$ cat config.mk
export PLATFORM = sky130hd
export DESIGN_NAME = rr_arbiter4_flat
export DESIGN_NICKNAME = d
export VERILOG_FILES = /design/src/rtl/rr_arbiter4_if.sv /design/src/rtl/rr_arbiter4.sv /design/src/flat_wrapper.sv
export SDC_FILE = /design/constraint.sdc
export NUM_CORES = 1
export LEC_CHECK = 0
export CAP_MARGIN = 40
export CORE_ASPECT_RATIO = 1.25
export CORE_MARGIN = 5
export CORE_UTILIZATION = 35
export CTS_CLUSTER_DIAMETER = 80
export DETAILED_ROUTE_END_ITERATION = 12
export PLACE_DENSITY = 0.52
export SYNTH_ARGS = -nofsm -noshare
export SYNTH_HDL_FRONTEND = slang
export SYNTH_SLANG_ARGS = --single-unit
$ cat constraint.sdc
create_clock -name clock -period 5 [get_ports clock]
set_clock_uncertainty 0.2 [all_clocks]
set_input_delay 0.75 -clock clock [delete_from_list [all_inputs] [get_ports clock]]
set_output_delay 0.75 -clock clock [all_outputs]
set_load 0.005 [all_outputs]
$ cat src/rtl/rr_arbiter4_if.sv
// -----------------------------------------------------------------------------
// rr_arbiter4_if
//   Request/grant bundle between four clients and the round-robin arbiter.
//
//   Signals:
//     req         [3:0]  request vector, bit i = client i wants the resource
//     grant       [3:0]  one-hot grant, all-zero when idle
//     grant_valid        high whenever any grant bit is high
//     grant_id    [1:0]  index of the granted client (holds while idle)
//     preempt            one-cycle pulse after a timeout release
//
//   Modports:
//     master  client side: drives req, observes the grant outputs
//     slave   arbiter side: samples req, drives the grant outputs
// -----------------------------------------------------------------------------
interface rr_arbiter4_if;
  logic [3:0] req;
  logic [3:0] grant;
  logic       grant_valid;
  logic [1:0] grant_id;
  logic       preempt;

  modport master (
    output req,
    input  grant,
    input  grant_valid,
    input  grant_id,
    input  preempt
  );

  modport slave (
    input  req,
    output grant,
    output grant_valid,
    output grant_id,
    output preempt
  );
endinterface

$ cat src/rtl/rr_arbiter4.sv
// -----------------------------------------------------------------------------
// rr_arbiter4
//   Four-requester round-robin arbiter with a bounded grant-hold timer.
//   A rotating priority pointer (last owner gets lowest priority) provides
//   fairness; a hold counter forces re-arbitration after MAX_HOLD cycles so
//   no client can keep the resource indefinitely. All outputs are registered.
//
//   Parameters:
//     MAX_HOLD  maximum consecutive grant cycles before forced re-arbitration
//               (legal range 1..255)
//
//   Ports:
//     clock  rising-edge system clock
//     reset  asynchronous, active-high reset
//     bus    rr_arbiter4_if.slave (req in; grant, grant_valid, grant_id,
//            preempt out)
// -----------------------------------------------------------------------------
module rr_arbiter4 #(
  parameter int unsigned MAX_HOLD = 8
) (
  input  logic            clock,
  input  logic            reset,
  rr_arbiter4_if.slave    bus
);

  typedef enum logic {
    IDLE  = 1'b0,
    GRANT = 1'b1
  } state_t;

  // Result of one priority search.
  typedef struct packed {
    logic       found;
    logic [1:0] idx;
  } pick_t;

  // Counter value on the last permitted cycle of a grant.
  localparam logic [7:0] HOLD_LAST = 8'(MAX_HOLD - 1);

  // Scan req cyclically starting one past 'last'; the first set bit wins.
  // The final candidate (k=4) wraps back to 'last' itself, so the previous
  // owner is only chosen when nobody else is asking.
  function automatic pick_t rr_pick(input logic [3:0] req, input logic [1:0] last);
    pick_t      p;
    logic [1:0] cand;
    p = '0;
    for (int k = 1; k <= 4; k++) begin
      cand = last + 2'(k);
      if (!p.found && req[cand]) begin
        p.found = 1'b1;
        p.idx   = cand;
      end
    end
    return p;
  endfunction

  // ---------------------------------------------------------------------------
  // State
  // ---------------------------------------------------------------------------
  state_t     state_q,  state_d;
  logic [1:0] id_q,     id_d;      // current owner; doubles as grant_id
  logic [1:0] last_q,   last_d;    // most recent owner (lowest priority)
  logic [7:0] cnt_q,    cnt_d;     // cycles held minus one
  logic [3:0] grant_q,  grant_d;
  logic       valid_q,  valid_d;
  logic       pre_q,    pre_d;

  pick_t      pick_idle;
  pick_t      pick_hand;
  logic       owner_req;
  logic       drop;
  logic       timeout;

  // NOTE: state registers use non-blocking assignments so every flop samples
  // the pre-edge values of its neighbours; blocking here would create
  // order-dependent simulation and mismatch synthesis.
  always_ff @(posedge clock or posedge reset) begin
    if (reset) begin
      state_q <= IDLE;
      id_q    <= 2'd0;
      last_q  <= 2'd3;   // first arbitration after reset favours client 0
      cnt_q   <= 8'd0;
      grant_q <= 4'b0000;
      valid_q <= 1'b0;
      pre_q   <= 1'b0;
    end else begin
      state_q <= state_d;
      id_q    <= id_d;
      last_q  <= last_d;
      cnt_q   <= cnt_d;
      grant_q <= grant_d;
      valid_q <= valid_d;
      pre_q   <= pre_d;
    end
  end

  // ---------------------------------------------------------------------------
  // Release detection
  // ---------------------------------------------------------------------------
  assign owner_req = bus.req[id_q];
  assign drop      = !owner_req;
  // A coincident drop wins over timeout, so timeout requires req still high.
  assign timeout   = owner_req && (cnt_q == HOLD_LAST);

  // Idle search uses the stored pointer; handoff search treats the outgoing
  // owner as the new 'last' so it drops to lowest priority.
  assign pick_idle = rr_pick(bus.req, last_q);
  assign pick_hand = rr_pick(bus.req, id_q);

  // ---------------------------------------------------------------------------
  // Next-state / output logic
  // ---------------------------------------------------------------------------
  // NOTE: every variable gets a default at the top of the block; any path that
  // left one unassigned would infer a latch.
  always_comb begin
    state_d = state_q;
    id_d    = id_q;
    last_d  = last_q;
    cnt_d   = cnt_q;
    grant_d = grant_q;
    valid_d = valid_q;
    pre_d   = 1'b0;

    unique case (state_q)
      IDLE: begin
        if (pick_idle.found) begin
          state_d = GRANT;
          id_d    = pick_idle.idx;
          cnt_d   = 8'd0;
          grant_d = 4'b0001 << pick_idle.idx;
          valid_d = 1'b1;
        end else begin
          grant_d = 4'b0000;
          valid_d = 1'b0;
        end
      end

      GRANT: begin
        if (drop || timeout) begin
          last_d = id_q;
          pre_d  = timeout;
          // Handoff on the same edge: no idle cycle between owners.
          if (pick_hand.found) begin
            id_d    = pick_hand.idx;
            cnt_d   = 8'd0;
            grant_d = 4'b0001 << pick_hand.idx;
            valid_d = 1'b1;
          end else begin
            state_d = IDLE;
            cnt_d   = 8'd0;
            grant_d = 4'b0000;
            valid_d = 1'b0;
          end
        end else begin
          cnt_d = cnt_q + 8'd1;
        end
      end

      default: begin
        state_d = IDLE;
        grant_d = 4'b0000;
        valid_d = 1'b0;
      end
    endcase
  end

  assign bus.grant       = grant_q;
  assign bus.grant_valid = valid_q;
  assign bus.grant_id    = id_q;
  assign bus.preempt     = pre_q;

  // ---------------------------------------------------------------------------
  // Structural invariants
  // ---------------------------------------------------------------------------
  a_grant_onehot0 : assert property (
    @(posedge clock) disable iff (reset) $onehot0(grant_q)
  );

  a_valid_matches : assert property (
    @(posedge clock) disable iff (reset) valid_q == (|grant_q)
  );

  a_id_matches : assert property (
    @(posedge clock) disable iff (reset) valid_q |-> grant_q[id_q]
  );

  a_preempt_with_grant : assert property (
    @(posedge clock) disable iff (reset) pre_q |-> valid_q
  );

endmodule
$ cat src/flat_wrapper.sv
// flat-port wrapper written by rule: the top's interface ports become plain ports
module rr_arbiter4_flat 
#(
  parameter int unsigned MAX_HOLD = 8
)
  (clock, reset, bus_req, bus_grant, bus_grant_valid, bus_grant_id, bus_preempt);
  rr_arbiter4_if bus_i ();
  input  logic clock;
  input  logic reset;
  input wire logic [$bits(bus_i.req)-1:0] bus_req;
  output wire logic [$bits(bus_i.grant)-1:0] bus_grant;
  output wire logic [$bits(bus_i.grant_valid)-1:0] bus_grant_valid;
  output wire logic [$bits(bus_i.grant_id)-1:0] bus_grant_id;
  output wire logic [$bits(bus_i.preempt)-1:0] bus_preempt;
  assign bus_i.req = bus_req;
  assign bus_grant = bus_i.grant;
  assign bus_grant_valid = bus_i.grant_valid;
  assign bus_grant_id = bus_i.grant_id;
  assign bus_preempt = bus_i.preempt;
  rr_arbiter4 #(.MAX_HOLD(MAX_HOLD)) u_core (.clock(clock), .reset(reset), .bus(bus_i));
endmodule
==> Word-level counts from Yosys, hierarchy flattened <==
Index checks and enable logic that the tools add are counted.
{ "op_classes": {"n_addsub": 7, "order_cmp": 8, "n_eq_ne": 4, "n_shift": 2, "mux": 43, "n_bitwise": 1, "n_reduce_logical": 17} }
{ "op_table": {"columns": ["op", "count"], "rows": [
  ["$lt 2x3->1 const B", 8],
  ["$mux 3", 8],
  ["$bmux 1 s2", 8],
  ["$mux 8", 2],
  ["$pmux 8 s2", 1],
  ["$mux 1", 14],
  ["$mux 4", 3],
  ["$add 2x2->2 const B", 4],
  ["$add 8x1->8 const B", 1],
  ["$eq 8x3->1 const B", 1],
  ["$pmux 4 s2", 1],
  ["$shl 1x2->4 const A", 2],
  ["$logic_and 1x1->1", 7],
  ["$logic_not 1->1", 7],
  ["$mux 2", 3],
  ["$add 2x1->2 const B", 2],
  ["$ne 2x2->1 const B", 2],
  ["$pmux 1 s2", 2],
  ["$pmux 2 s2", 1],
  ["$reduce_and 3->1", 1],
  ["$ne 2x1->1 const B", 1],
  ["$reduce_and 2->1", 1],
  ["$logic_or 1x1->1", 1],
  ["$not 1->1", 1]
]} }
{ "totals": {"register_bits": 19, "out_inout_bits": 8} }

==> Longest topological paths before layout <==
Gate-level depths: netlist of the first run.
{ "depth": {"depth_word": 17, "mapped_depth": 7, "ltp_nobuf": 6} }

==> Least setup slack after synthesis of the first run <==
Ideal clock, no wire load.
{ "synth_timing": {"kind": "input to register", "from": "input port bus_req[3]", "to": "register u_core.grant_q[2], in the netlist u_core.bus.grant[2]", "setup_ps": 82, "arrival_time_ps": 1975, "slack_ps": 2744, "stages": 6, "cell_sequence": "buf_6 -> nand2b_2 -> nand2_1 -> a221o_1 -> or4b_1 -> a31oi_1"} }
{ "synth_between": {"elab_chain_len": 16, "elab_cells_between_ends": 46} }
{ "synth_rtl": {"columns": ["element", "line", "rtl"], "rows": [
  ["start, declared", "flat_wrapper.sv:10", "input wire logic [$bits(bus_i.req)-1:0] bus_req;"],
  ["$bmux 1 s2", "rr_arbiter4.sv:49", "if (!p.found && req[cand]) begin"],
  ["$mux 1 (not written as such)", "rr_arbiter4.sv:49", null],
  ["$mux 3", "rr_arbiter4.sv:49", null],
  ["$logic_not 1->1", "rr_arbiter4.sv:49", null],
  ["$logic_and 1x1->1", "rr_arbiter4.sv:49", null],
  ["$mux 3", "rr_arbiter4.sv:49", null],
  ["$logic_not 1->1", "rr_arbiter4.sv:49", null],
  ["$logic_and 1x1->1", "rr_arbiter4.sv:49", null],
  ["$mux 3", "rr_arbiter4.sv:49", null],
  ["$logic_not 1->1", "rr_arbiter4.sv:49", null],
  ["$logic_and 1x1->1", "rr_arbiter4.sv:49", null],
  ["$mux 3", "rr_arbiter4.sv:49", null],
  ["$shl 1x2->4", "rr_arbiter4.sv:146", "grant_d = 4'b0001 << pick_hand.idx;"],
  ["$mux 4", "rr_arbiter4.sv:143", "if (pick_hand.found) begin"],
  ["$mux 4", "rr_arbiter4.sv:139", "if (drop || timeout) begin"],
  ["$pmux 4 s2", "rr_arbiter4.sv:124", "unique case (state_q)"],
  ["end signal, assigned", "rr_arbiter4.sv:91", "grant_q <= grant_d;"],
  ["end, declared", "rr_arbiter4.sv:64", "logic [3:0] grant_q, grant_d;"]
]} }
Several ways; a longest one is shown, not always the timed one. The select of a mux whose other input is x is not followed.
A chain may end at the register's enable or synchronous reset.

==> Worst setup path after layout of the first run <==
Ends and elaborated chain as after synthesis.

==> impl_metrics.toml, run 1 <==
[clock_network]
clkTransAtPathRegs_ns = 0.08
worstSkewPairLatency_ns = 0.25
hold_buffers = 0
postCtsSetupBuffers = 0
numCtsBuffers = 3
htree_num_levels = 1
clockBufferDepth = 2
post_cts_resized = 0
cts-root-buf = "clkbuf_8"
cts_tree = "yes"
clock-sinks = 19

[routing]
drt_iter0_markers = 32
route.detailed.drc = 0
routed_wl_um = 2460
via_per_inst = 5.37
postRouteAntennaNets = 0
post_drt_wl_per_cell_um = 14.4
first_pass_iters = 4
vias = 918

[sta]
fmax_mhz = 372
tns_ns = 0
tightest_slew_ns = 0.713
rsz0062_at_grt = "false"
holdWs_ns = 0.290
finalHoldViolCount = 0
period_needed_ns = 2.69
maxSlewViolCount = 0
setup_violations = 0
fin_crit_sh = 0.537
maxSlewHeadroom = 0.524

[global_routing]
busiest_layer = "met2"
first_global_vias = 979
grt_pass1_wl_um = 4370
use_met2 = 0.221
antenna_found_initial = 0
grt_max_degree = 20
grtUsageMet1 = 0.151
grt_usage = 0.127
use_met3 = 0.0124
overflow = 0

[layout]
area_growth_pct = 17.8
final_net_count = 142
fillers = 301
area.sequential_um2 = 478
drive_gt1_frac = 0.104
multi_input_comb_area_um2 = 597
n_antenna_cell = 0

[logic_synthesis]
synth_top_family_by_area = "simple AND/OR/NAND/NOR gates"
synthTopCellsByCount = "17 x dfrtp_1, 14 x nor2_1, 12 x nand2_1"
async_flop_share = 1.00
syn_avg_cell_area_um2 = 9.23
synth-main-ff-cell = "dfrtp_1"
synthXorXnorAreaFrac = 0.0314
ys_seq_area_frac = 0.428
ys_warn_count = 0
synth_cells = 121
synth_top_cell_by_area = "dfrtp_1"
synth-edff-count = 0
muxShareOfSynthArea = 0.0773
synthesis.area_um2 = 1120
syn-num-nets = 128
ys_seq_elements = 19
yosysUniqueCellTypes = 46
synth_compound_area_frac = 0.176
yosys.area_share.simple = 0.239
synth.most_common_cell = "dfrtp_1"
synth_top_area_frac = 0.381
synthAdderAreaFrac = 0.0112
synthTopCellsByArea = "dfrtp_1 38%, dfstp_2 4.7%, nor2_1 4.7%"

[worst_setup_path]
slowest_delay_ns = 0.64
crit_path_cell_trace = "clkdlybuf4s50_1 > nand2b_2 > nand2_1 > a221o_1 > or4b_1 > a31oi_1"
critPathMaxFanout = 9
cp-start-kind = "primary input"
cp_data_required_time_ns = 4.98
arrival_ns = 2.67
cp_num_buf_inv = 1
cp_top_family = "simple AND/OR/NAND/NOR gates"
cp_slowest_cell = "clkdlybuf4s50_1"
end_kind = "flop"
crit_type = "primary input to flop"

[die]
dieArea_um2 = 4430
initial_core_util = 0.356
core_area_um2 = 3140
row_count = 23
fp.dieH_um = 73.2
die_width_um = 60.5
io_pins = 14

[power_and_ir_drop]
ir_drop_mv = 0.222
power_uw = 621
power_switching_uw = 229
intPower_uw = 392
clock_power_share = 0.171
power_frac_seq = 0.408
comb_power_share = 0.421
power_density_nw_per_um2 = 471
leakage_nw = 0.530
p_sw_frac = 0.369

[placement]
place.detailed.hpwl_um = 1910
io_buffers = 13
place_congestion = 0.833

[hold_path]
holdCritPathClass = "flop to flop"

[outcome]
status = "finished clean"

[job]
cap_violations = 0
==> cell type report <==
class,count,area share
Timing Repair Buffer,13,0.0989
Inverter,5,0.0143
Clock buffer,3,0.0314
Tap cell,37,0.0352
Sequential cell,19,0.363
Multi-Input combinational cell,93,0.453
Clock inverter,1,0.00380
==> per-layer routing <==
| metal | up-vias | wire [um] |
|---|---|---|
| met5 | - | 0 |
| met4 | 0 | 63 |
| met3 | 6 | 58 |
| met2 | 18 | 1250 |
| met1 | 438 | 1090 |
| li1 | 456 | - |
==> metrics by stage <==
step                cell area (um^2)   util  setup WS [ns]  std cells
floorplan                       1120      -           2.74        121
global placement                1270  0.405           2.06        167
detailed placement              1270  0.405           2.04        167
CTS                             1320  0.420           2.33        171
global route                    1320  0.420           2.21        171
finish                          1320  0.420           2.31        171
==> cell usage in the layout (no fill, tap or decap), drive strengths merged, types with 2 or more instances in the layout <==
cell and count:
nand2b 7, nor4b 2, dfstp 2, mux2i 3
nor2b 2, xnor2 2, xor2 2, nand3 6
a21oi 5, dfrtp 17, inv 5, a31oi 3
clkdlybuf4s50 13, nor2 15, nand2 12, mux2 3
clkbuf 3, o21ai 10
==> cells by family (layout without fill, tap and decap cells) <==
| kind of cell | after synthesis | in the layout |
|---|---|---|
| fa+ha+maj | 1 | 1 |
| flops | 19 | 19 |
| xor+xnor | 4 | 4 |
| buf+inv | 9 | 22 |
| simple gates | 51 | 51 |
| compound gates | 30 | 30 |
| mux | 7 | 7 |
==> registers in the layout, summed over array words and instances, names as in the netlist <==
signal and cells:
u_core.bus.grant_valid 1, u_core.state_q 1, u_core.cnt_q 8, u_core.bus.grant_id 2, u_core.bus.preempt 1, u_core.last_q 2
u_core.bus.grant 4
==> worst min-delay path: stages, from the launching register on <==
cell     delay (ns)
dfrtp_1        0.35
nand2_1        0.05
o21ai_1        0.06
==> final timing paths <==
check                               startpoint                  end  slack [ns]  depth (start not counted)
hold / removal             u_core.bus.grant[0]  u_core.bus.grant[0]        0.29                          2
max in group asynchronous                reset      u_core.cnt_q[2]        3.44                          2
setup reg to reg               u_core.cnt_q[0]  u_core.bus.grant[3]        2.86                          6
setup / recovery                    bus_req[3]  u_core.bus.grant[2]        2.31                          6
hold reg to reg            u_core.bus.grant[0]  u_core.bus.grant[0]        0.29                          2
min in group asynchronous                reset      u_core.cnt_q[0]        0.70                          2
==> power by group through the flow <==
stage	logic (mW)	registers [mW]	clock network (mW)
3_3_place_gp	0.265	0.257	0
5_1_grt	0.294	0.265	0.115
6_report	0.261	0.253	0.106
3_5_place_dp	0.265	0.257	0
4_1_cts	0.265	0.255	0.109
2_1_floorplan	0.181	0.239	0
Note: power is estimated with default switching activity, not from simulation.
==> run 2, diff against run 1 <==
--- a/config.mk
+++ b/config.mk
@@ -11,7 +11,7 @@
 export CORE_UTILIZATION = 35
 export CTS_CLUSTER_DIAMETER = 80
 export DETAILED_ROUTE_END_ITERATION = 12
-export PLACE_DENSITY = 0.52
+export PLACE_DENSITY = 0.54
 export SYNTH_ARGS = -nofsm -noshare
 export SYNTH_HDL_FRONTEND = slang
 export SYNTH_SLANG_ARGS = --single-unit
==> constraint.sdc (replaced) <==
create_clock -name clock -period 2.3 [get_ports clock]
set_clock_uncertainty 0.2 [all_clocks]
set_input_delay 0.345 -clock clock [delete_from_list [all_inputs] [get_ports clock]]
set_output_delay 0.345 -clock clock [all_outputs]
set_load 0.005 [all_outputs]
==> run 2 against run 1 <==
- first-iteration DRC count decreased by 6.3%
- flip-flop and latch count stayed put
- sequential share of layout area decreased by 2.8 points
- die area did not move
- global-route usage rose by 0.80 points
- combinational power increased to 2.6 times the previous value
- non-clock buffer count grew 15
- via count increased by 4.8%
- register-to-register slack got worse by 2.5 ns
- clock power grew 110%
- final cell count increased by 8.8%
==> impl_metrics.toml, run 2 (synthesis gave the netlist of run 1 again) <==
[outcome]
status = "finished clean"

[placement]
io_buffers = 13
place_congestion = 0.898
dpl.cell_count = 182
place.detailed.hpwl_um = 1960
dp_slack_ns = -0.0907

[die]
core_area_um2 = 3140
die_width_um = 60.5
initial_core_util = 0.356
fp.dieH_um = 73.2
row_count = 23
dieArea_um2 = 4430
io_pins = 14

[clock_network]
clockBufferDepth = 2
cts_tree = "yes"
postCtsSetupBuffers = 0
clkTransAtPathRegs_ns = 0.07
clock-sinks = 19
numCtsBuffers = 3
worstSkewPairLatency_ns = 0.25
cts-root-buf = "clkbuf_8"
hold_buffers = 0
post_cts_resized = 0
htree_num_levels = 1

[sta]
layout_setup_ws_ns = 0.177
tightest_slew_ns = 0.397
maxSlewHeadroom = 0.733
fmax_mhz = 471
rsz0062_at_grt = "false"
finalHoldViolCount = 0
fin_crit_sh = 0.923
setup_violations = 0
period_needed_ns = 2.12
maxSlewViolCount = 0

[layout]
final_cells = 186
largest_reg_flops = 8
finish.utilization = 0.455
drive_gt1_frac = 0.188
n_antenna_cell = 0
area_growth_pct = 27.8
final_common_cell = "dfrtp_1"
largest-register = "u_core.cnt_q"
final_net_count = 157
final_cell_mix = "17 x dfrtp_1, 15 x buf_4, 14 x nor2_1, 13 x clkdlybuf4s50_1, 12 x nand2_1"

[worst_setup_path]
crit_type = "primary input to flop"
critPathMaxFanout = 6
slowest_delay_ns = 0.57
cp_data_required_time_ns = 2.27
cp-start-kind = "primary input"
cp_slowest_cell = "clkdlybuf4s50_1"
arrival_ns = 2.10
cp_num_buf_inv = 1
cp_top_family = "simple AND/OR/NAND/NOR gates"
reg2reg_slack_ns = 0.33
end_kind = "flop"
crit_path_cell_trace = "clkdlybuf4s50_1 > nand2b_2 > nand2_1 > a221o_1 > or4b_1 > a31oi_1"

[routing]
first_pass_iters = 4
drt_iter0_markers = 30
route.detailed.drc = 0
vias = 962
post_drt_wl_per_cell_um = 13.3
postRouteAntennaNets = 0
via_per_inst = 5.17
routed_wl_um = 2470

[global_routing]
overflow = 0
grt_pass1_wl_um = 4440
grt_max_degree = 20
grt_usage = 0.135
first_global_vias = 1008
antenna_found_initial = 0

[job]
cap_violations = 0

[hold_path]
holdCritPathClass = "primary input to asynchronous set/reset pin"

[power_and_ir_drop]
ir_drop_mv = 0.649
power_density_nw_per_um2 = 1010
leakage_nw = 0.600
run 2: cell type report:
| class | instances | area [um^2] |
|---|---|---|
| fill | 335 | 1710 |
| multi-input combinational | 93 | 597 |
| sequential | 19 | 478 |
| timing repair buffer | 28 | 243 |
| tap | 37 | 46.3 |
| clock buffer | 4 | 45.0 |
| inverter | 5 | 18.8 |
run 2: worst min-delay path: stages:
cell and delay (ns):
clkdlybuf4s50_1 0.39, inv_1 0.05, buf_4 0.25
run 2: path summary, 6_finish.rpt:
kind	endpoint	from	cells past startpoint
max	u_core.bus.grant[2]	bus_req[3]	6
min	u_core.bus.grant[0]	reset	3
max reg2reg	u_core.bus.grant_id[1]	u_core.cnt_q[0]	6
min reg2reg	u_core.bus.grant[0]	u_core.bus.grant[0]	2
max in group asynchronous	u_core.last_q[0]	reset	3
min in group clock	u_core.bus.grant[0]	u_core.bus.grant[0]	2
run 2: per-stage QoR:
stage	hold WS [ns]	area, um^2	TNS, ns	power, mW
2_1_floorplan	0.0947	1120	0	0.912
3_3_place_gp	0.269	1380	-0.115	1.23
3_5_place_dp	0.285	1380	-0.157	1.23
5_1_grt	0.267	1430	0	1.57
6_report	0.213	1430	0	1.45
4_1_cts	0.222	1430	0	1.47
run 2: layer usage:
layer  global-route usage  part of all wire  vias to the layer above
li1                     -                 -                      484
met2                0.220              0.51                       15
met1                0.157              0.43                      457
met3               0.0336             0.030                        6
met5                    0                 0                        -
met4               0.0771             0.028                        0
run 2: power breakdown:
group	total, mW	internal (mW)	switching [mW]
clock	0.227	0.123	0.105
sequential	0.541	0.442	0.0997
combinational	0.679	0.374	0.304
total	1.45	0.939	0.508
